File: src/rtl/truth_table_scanner.sv
// Exhaustive 4-input function tester: walks vectors 0..15, samples s_in after a
// settle window, and compares the captured truth table against a latched golden table.
module truth_table_scanner #(
  parameter int SETTLE = 1
) (
  input  logic        clk,
  input  logic        rst_n,
  input  logic        start,
  input  logic [15:0] expected,
  input  logic        s_in,
  output logic        x,
  output logic        y,
  output logic        w,
  output logic        z,
  output logic        busy,
  output logic        done,
  output logic [15:0] tt,
  output logic [4:0]  err_count,
  output logic [3:0]  first_err,
  output logic        err_valid,
  output logic        pass
);

  typedef enum logic [1:0] {IDLE, DRIVE, SAMPLE, FIN} state_t;

  localparam logic [3:0] SETTLE_L = 4'(SETTLE);

  state_t      r_state;
  logic [3:0]  r_idx;
  logic [3:0]  r_cnt;
  logic [3:0]  r_vec;
  logic [15:0] r_exp;
  logic [15:0] r_tt;
  logic [4:0]  r_err_cnt;
  logic [3:0]  r_first;
  logic        r_err_valid;
  logic        r_pass;
  logic        r_busy;
  logic        r_done;

  always_ff @(posedge clk or negedge rst_n) begin
    if (!rst_n) begin
      r_state     <= IDLE;
      r_idx       <= 4'd0;
      r_cnt       <= 4'd0;
      r_vec       <= 4'd0;
      r_exp       <= 16'd0;
      r_tt        <= 16'd0;
      r_err_cnt   <= 5'd0;
      r_first     <= 4'd0;
      r_err_valid <= 1'b0;
      r_pass      <= 1'b0;
      r_busy      <= 1'b0;
      r_done      <= 1'b0;
    end else begin
      r_done <= 1'b0;
      case (r_state)
        IDLE: begin
          if (start) begin
            r_exp       <= expected;
            r_idx       <= 4'd0;
            r_tt        <= 16'd0;
            r_err_cnt   <= 5'd0;
            r_first     <= 4'd0;
            r_err_valid <= 1'b0;
            r_pass      <= 1'b0;
            r_cnt       <= SETTLE_L;
            r_vec       <= 4'd0;
            r_busy      <= 1'b1;
            r_state     <= DRIVE;
          end
        end
        DRIVE: begin
          r_cnt <= r_cnt - 4'd1;
          if (r_cnt == 4'd1) r_state <= SAMPLE;
        end
        SAMPLE: begin
          r_tt[r_idx] <= s_in;
          if (s_in != r_exp[r_idx]) begin
            r_err_cnt <= r_err_cnt + 5'd1;
            if (!r_err_valid) begin
              r_first     <= r_idx;
              r_err_valid <= 1'b1;
            end
          end
          // Index 15 is terminal; idx never wraps inside a run.
          if (r_idx == 4'd15) begin
            r_vec   <= 4'd0;
            r_busy  <= 1'b0;
            r_done  <= 1'b1;
            r_state <= FIN;
          end else begin
            r_idx   <= r_idx + 4'd1;
            r_vec   <= r_idx + 4'd1;
            r_cnt   <= SETTLE_L;
            r_state <= DRIVE;
          end
        end
        FIN: begin
          // err_count already includes the last vector, updated on the entry edge.
          r_pass  <= (r_err_cnt == 5'd0);
          r_state <= IDLE;
        end
        default: r_state <= IDLE;
      endcase
    end
  end

  assign {x, y, w, z} = r_vec;
  assign busy         = r_busy;
  assign done         = r_done;
  assign tt           = r_tt;
  assign err_count    = r_err_cnt;
  assign first_err    = r_first;
  assign err_valid    = r_err_valid;
  assign pass         = r_pass;

endmodule

File: config.mk
export PLATFORM = sky130hd
export DESIGN_NAME = truth_table_scanner
export DESIGN_NICKNAME = d
export VERILOG_FILES = /design/src/rtl/truth_table_scanner.sv
export SDC_FILE = /design/constraint.sdc
export NUM_CORES = 1
export LEC_CHECK = 0
export ABC_AREA = 1
export CAP_MARGIN = 0
export CORE_UTILIZATION = 39
export CTS_CLUSTER_SIZE = 16
export DETAILED_ROUTE_END_ITERATION = 10
export GPL_ROUTABILITY_DRIVEN = 0
export GPL_TIMING_DRIVEN = 0
export RECOVER_POWER = 50
export SLEW_MARGIN = 20
export SYNTH_ARGS = -nofsm -noshare
export SYNTH_HDL_FRONTEND = slang
export SYNTH_SLANG_ARGS = --single-unit
File: constraint.sdc
create_clock -name clk -period 3.45 [get_ports clk]
set_clock_uncertainty 0.05 [all_clocks]
set_input_delay 0.69 -clock clk [delete_from_list [all_inputs] [get_ports clk]]
set_output_delay 0.69 -clock clk [all_outputs]
set_load 0.05 [all_outputs]
==> results.tsv, run 1 <==
stage	metric	value	unit
run_status	status	completed	
timing	Slew Limit Fails	0	
synthesis	ys async rst share	100	%
timing	Max Clock Freq	387	MHz
synthesis	Cell variety after synth	28	
final_layout	share of cells above drive strength 1	8.60	%
final_layout	fin area	0.00372	mm^2
clocking	# resized after CTS	0	
clocking	htree depth	3	
critical_path	CP Launch Type	flip-flop	
synthesis	Post-synth top flop	dfrtp_1	
power_and_ir_drop	Combinational Power Share	41.9	%
drt	Avg WL per Cell	13.3	um
power_and_ir_drop	total power draw	0.00293	W
power_and_ir_drop	maximum VDD drop	0.306	mV
synthesis	sequential share of the synthesized area	51.5	%
drt	Routed WL	6680	um
critical_path	Worst Path Arrival	2.71	ns
critical_path	Critical Path RT	3.58	ns
clocking	clock slew at reported path FFs	0.07	ns
critical_path	WS Path Type	reg -> reg	
power_and_ir_drop	pwr dens	787	mW/mm^2
worst_hold_path	Hold/Removal Path Class	reg -> reg	
floorplanning	DIE WIDTH	87.8	um
global_routing	first-pass GRT wire length	11400	um
final_layout	FILL cells	657	
floorplanning	DIE HEIGHT	87.8	um
synthesis	top post-synthesis cells by area	dfrtp_1 51%, nand2_1 11%, o21ai_0 5.4%, inv_1 5.4%, ha_1 3.5%	
synthesis	biggest area consumer among synthesized cells	dfrtp_1	
power_and_ir_drop	sequential share of power	33.6	%
timing	RSZ-0062 raised after global routing	false	
global_routing	GRT overflow	0	
timing	Setup-failing EPs final	0	
timing	Hold Fails Final Rpt	0	
drt	DRC Markers	0	
global_routing	initial antenna violation count	0	
synthesis	post-synth net total	366	
drt	vias post-DR	2441	
clocking	Root Driver	clkbuf_8	
drt	TritonRoute pass-1 iters	4	
synthesis	number of flops mapped to enable cells by yosys	0	
synthesis	Avg Inst Size Synth	8.48	um^2
global_routing	vias in the first global route	2384	
final_layout	antenna cells	0	
timing	Worst slew margin	14.0	%
clocking	CTS Buf Count	9	
power_and_ir_drop	Switching Fraction	41.1	%
final_layout	synthesis-to-layout area growth	29.8	%
critical_path	crit end category	flip-flop	
placed_design	dpl hpwl	4870	um
synthesis	top-area cell type share of the netlist area	51.5	%
clocking	clk_lat worst skew	0.33	ns
timing	Tcrit/Tclk final	74.9	%
drt	DRT iter0 DRCs	148	
clocking	Max clock buf depth	2	
timing	worst setup margin	0.867	ns
floorplanning	Core Rows	30	
critical_path	Worst Path Max Fanout	10	
power_and_ir_drop	share of total power in the clock network	24.4	%
synthesis	Synth Register Bits	59	
final_layout	Nets	430	
placed_design	DP Area	0.00353	mm^2
global_routing	GRT Overall Usage	19.5	%
critical_path	worst-path cell chain	inv_1 -> nand3_1 -> nand2_1 -> nand2_1 -> nand2_1 -> o21ai_0 -> nand3_2 -> clkbuf_1 -> nand2_2 -> o21ai_0	
clocking	# hold bufs at CTS	0	
critical_path	Worst path max stage delay	0.59	ns
run	maxcap violations	0	
timing	Worst Hold Slack	0.424	ns
floorplanning	die area	0.00770	mm^2
synthesis	top post-synthesis cells by count	86 x nand2_1, 59 x dfrtp_1, 41 x inv_1	
floorplanning	# IOs	53	
drt	Post-DRT Antenna Nets	0	
placed_design	I/O Buffers	52	
timing	minimum clock period	2.58	ns
synthesis	Syn Std Cell Area	0.00287	mm^2
drt	via-per-instance ratio	4.85	
worst_hold_path	hold path depth	2	
critical_path	most used cell along the critical path	nand2_1	
power_and_ir_drop	leakage	1.71	nW
floorplanning	core area	0.00694	mm^2
synthesis	synthesized netlist cell count	338	
critical_path	CP max stage cell	o21ai_0	
placed_design	pre-CTS setup slack	0.681	ns
global_routing	pin count of the biggest net entering global routing	39	
clocking	post-CTS setup buffer count	0	
clocking	CTS tree	built	
floorplanning	Initial Utilization	41.3	%
synthesis	YS warnings	0	
final_layout	Core Util, Final	53.6	%
power_and_ir_drop	Psw	0.00120	W
power_and_ir_drop	Internal Dissipation	0.00172	W
critical_path	Worst R2R Path Depth	10	
clocking	# clock sinks	59	
timing	Least-Margin Pin Slew	1.29	ns
synthesis	most common cell in the netlist	nand2_1	
==> cell usage in the layout, fill, tap and decap left out, types with 2 or more instances in the layout <==
cell and instances:
o22ai_1 7, buf_2 2, dfrtp_1 59, a21oi_1 11, nand2_2 7, o21ai_0 34, nor2_1 23, o31ai_1 3
nand2_1 87, nand4_1 5, clkdlybuf4s50_1 50, o211ai_1 7, bufinv_16 2, ha_1 8, clkbuf_8 11, xor2_1 3
o21ai_2 4, nand3_1 20, clkbuf_1 9, inv_1 41
==> cell type report <==
cell class	count	area, um^2	area share (%)
Clock inverter	4	72.6	1.95
Inverter	44	170	4.57
Sequential cell	59	1480	39.7
Buffer	11	62.6	1.68
Timing Repair Buffer	53	534	14.4
Tap cell	96	120	3.23
Multi-Input combinational cell	224	1130	30.4
Clock buffer	12	155	4.17
==> metal layers <==
layer / wire length (um) / share of wire, % / global-route usage (%)
met2: 3090 / 46 / 30.2
met5: 0 / 0 / 0
met1: 3270 / 49 / 27.3
met4: 63 / 0.94 / 6.86
met3: 260 / 3.9 / 3.68
==> worst max-delay path: cells and delay by family, from the launching register on <==
kind,cells,cell delay (ns)
buf+inv,2,0.56
flops,1,0.52
compound gates,2,0.67
simple gates,6,0.63
==> cell families (layout without fill, tap and decap cells) <==
family / count (synthesis) / count (layout) / synth area share (%)
simple gates: 145 / 145 / 21.3
fa+ha+maj: 8 / 8 / 3.49
flops: 59 / 59 / 51.5
xor+xnor: 4 / 4 / 1.22
buf+inv: 55 / 124 / 8.38
compound gates: 67 / 67 / 14.1
==> sequential cells by signal, indices dropped and copies added, names as in the netlist <==
| signal | cells |
|---|---|
| err_count | 5 |
| r_vec | 4 |
| busy | 1 |
| done | 1 |
| r_idx | 4 |
| err_valid | 1 |
| first_err | 4 |
| pass | 1 |
| r_cnt | 4 |
| r_state | 2 |
| tt | 16 |
| r_exp | 16 |
==> power groups by stage <==
stage | clock (W) | combinational, W | sequential, W
after detailed placement | 0 | 0.00126 | 0.000997
after global routing | 0.000763 | 0.00138 | 0.00101
after global placement | 0 | 0.00124 | 0.000995
after floorplan | 0 | 0.000736 | 0.00115
final | 0.000715 | 0.00123 | 0.000984
after CTS | 0.000724 | 0.00127 | 0.000985
==> through the flow <==
step	setup TNS [ns]	std cells
2_1_floorplan	0	338
3_3_place_gp	-17.13	486
3_5_place_dp	0	487
4_1_cts	0	503
5_1_grt	0	503
6_report	0	503
==> worst paths after layout <==
check,start,endpoint,slack (ns)
min in group asynchronous,rst_n,r_cnt[3]$_DFFE_PN0P_,0.57
worst min register to register,first_err[0]$_DFFE_PN0P_,first_err[0]$_DFFE_PN0P_,0.42
max in group asynchronous,rst_n,tt[11]$_DFFE_PN0P_,1.97
worst max register to register,r_idx[1]$_DFFE_PN0P_,err_count[4]$_DFFE_PN0P_,0.87
worst min-delay path,first_err[0]$_DFFE_PN0P_,first_err[0]$_DFFE_PN0P_,0.42
worst max-delay path,r_idx[1]$_DFFE_PN0P_,err_count[4]$_DFFE_PN0P_,0.87
(Power assumes the default switching activity.)
==> run 2, diff against run 1 <==
clock period = 2.7 ns   (was 3.45 ns; I/O delays follow)
==> results.tsv, run 2 (same netlist as run 1, synthesis figures left out) <==
stage	metric	value	unit
placed_design	pre-CTS setup slack	0.0812	ns
timing	Max Clock Freq	419	MHz
clocking	# resized after CTS	0	
power_and_ir_drop	leakage	1.71	nW
floorplanning	Initial Utilization	41.3	%
clocking	clk_lat worst skew	0.33	ns
timing	Worst slew margin	20.1	%
final_layout	most common cell after layout, fill and taps aside	nand2_1	
critical_path	Critical Path RT	2.84	ns
run_status	status	completed	
run	maxcap violations	0	
drt	Post-DRT Antenna Nets	0	
final_layout	most frequent cells in the layout	86 x nand2_1, 59 x dfrtp_1, 50 x clkdlybuf4s50_1	
drt	DRT iter0 DRCs	127	
timing	minimum clock period	2.39	ns
critical_path	worst reg2reg setup slack	0.56	ns
timing	Slew Limit Fails	0	
clocking	Root Driver	clkbuf_8	
final_layout	fin area	0.00373	mm^2
clocking	# hold bufs at CTS	0	
clocking	CTS tree	built	
floorplanning	die area	0.00770	mm^2
critical_path	crit end category	flip-flop	
timing	Least-Margin Pin Slew	1.20	ns
placed_design	I/O Buffers	52	
floorplanning	Core Rows	30	
clocking	post-CTS setup buffer count	0	
drt	Routed WL	6650	um
final_layout	Non-Filler Instances	503	
timing	Hold Fails Final Rpt	0	
placed_design	DP Area	0.00353	mm^2
clocking	Max clock buf depth	2	
critical_path	RR Startpoint	r_state[1]$_DFFE_PN0P_	
timing	Worst Hold Slack	0.382	ns
critical_path	Worst Setup SP	start	
drt	DRC Markers	0	
clocking	htree depth	3	
drt	TritonRoute pass-1 iters	4	
critical_path	Worst Path Arrival	2.53	ns
drt	via-per-instance ratio	4.83	
clocking	clock slew at reported path FFs	0.07	ns
global_routing	GRT overflow	0	
critical_path	Crit Reg-Reg Endpoint	tt[3]$_DFFE_PN0P_	
clocking	CTS Buf Count	9	
critical_path	CP Launch Type	primary input	
timing	Setup-failing EPs final	0	
power_and_ir_drop	maximum VDD drop	0.392	mV
global_routing	GRT Overall Usage	19.5	%
floorplanning	DIE HEIGHT	87.8	um
timing	RSZ-0062 raised after global routing	false	
placed_design	dpl hpwl	4870	um
placed_design	dpl cells	487	
critical_path	Worst Path Max Fanout	10	
power_and_ir_drop	total power draw	0.00377	W
final_layout	antenna cells	0	
drt	vias post-DR	2432	
floorplanning	DIE WIDTH	87.8	um
critical_path	Worst R2R Path Depth	7	
critical_path	WS Path Type	in -> reg	
global_routing	vias in the first global route	2384	
final_layout	Nets	430	
timing	Tcrit/Tclk final	88.5	%
final_layout	synthesis-to-layout area growth	30.2	%
drt	Avg WL per Cell	13.2	um
timing	worst setup margin	0.311	ns
power_and_ir_drop	pwr dens	1010	mW/mm^2
floorplanning	# IOs	53	
floorplanning	core area	0.00694	mm^2
global_routing	first-pass GRT wire length	11400	um
clocking	# clock sinks	59	
global_routing	initial antenna violation count	0	
worst_hold_path	Hold/Removal Path Class	in -> async	
final_layout	share of cells above drive strength 1	9.83	%
global_routing	pin count of the biggest net entering global routing	39	
run 2: changes by cell type in the layout (fill, tap and decap cells not counted):
cell      before  now
clkbuf_2       0    1
nand2_1       87   86
nand2_2        7    8
buf_6          1    2
o21ai_2        4    6
o21ai_0       34   31
buf_12         1    0
clkbuf_1       9    8
o21ai_4        0    1
run 2: how the worst max path moves through the flow:
| stage | end | slack [ns] |
|---|---|---|
| after floorplan | err_valid$_DFFE_PN0P_ | 1.0 |
| after global placement | tt[12]$_DFFE_PN0P_ | -0.89 |
| after detailed placement | tt[3]$_DFFE_PN0P_ | 0.08 |
| after CTS | tt[3]$_DFFE_PN0P_ | 0.42 |
| after global routing | tt[7]$_DFFE_PN0P_ | 0.20 |
| final | tt[3]$_DFFE_PN0P_ | 0.31 |
run 2: cell type report:
type,count,area (um^2)
Fill cell,652,3210
Inverter,44,170
Clock inverter,4,72.6
Multi-Input combinational cell,224,1150
Tap cell,96,120
Timing Repair Buffer,53,519
Clock buffer,12,155
Buffer,11,70.1
Sequential cell,59,1480
run 2: per-stage QoR:
| stage | TNS, ns | util [%] |
|---|---|---|
| after global placement | -52.53 | 50.5 |
| final | 0 | 53.8 |
| after floorplan | 0 | - |
| after global routing | 0 | 53.8 |
| after detailed placement | 0 | 50.8 |
| after CTS | 0 | 54.1 |
run 2: layer usage:
| layer | part of all wire [%] | track usage, % |
|---|---|---|
| met5 | 0 | 0 |
| met4 | 1.2 | 6.86 |
| met3 | 3.1 | 3.68 |
| met2 | 46 | 30.2 |
| met1 | 49 | 27.3 |
run 2: critical path, cell delays in order:
cell and delay (ns):
dlygate4sd3_1 0.54, inv_1 0.04, nor2_1 0.47, clkinv_1 0.44
buf_2 0.31, o211ai_1 0.10, o31ai_1 0.09
run 2: report_power, final:
group	switching, W	leakage [nW]	internal (W)	total, W
clock network	0.000344	0.113	0.000569	0.000913
logic	0.00108	0.826	0.000522	0.00160
registers	0.000129	0.775	0.00113	0.00126
==> run 3, diff against run 2 <==
SKIP_CTS_REPAIR_TIMING = 1   (was unset)
==> results of run 3 <==
No change in the layout: final DEF, timing and power equal those of run 2.
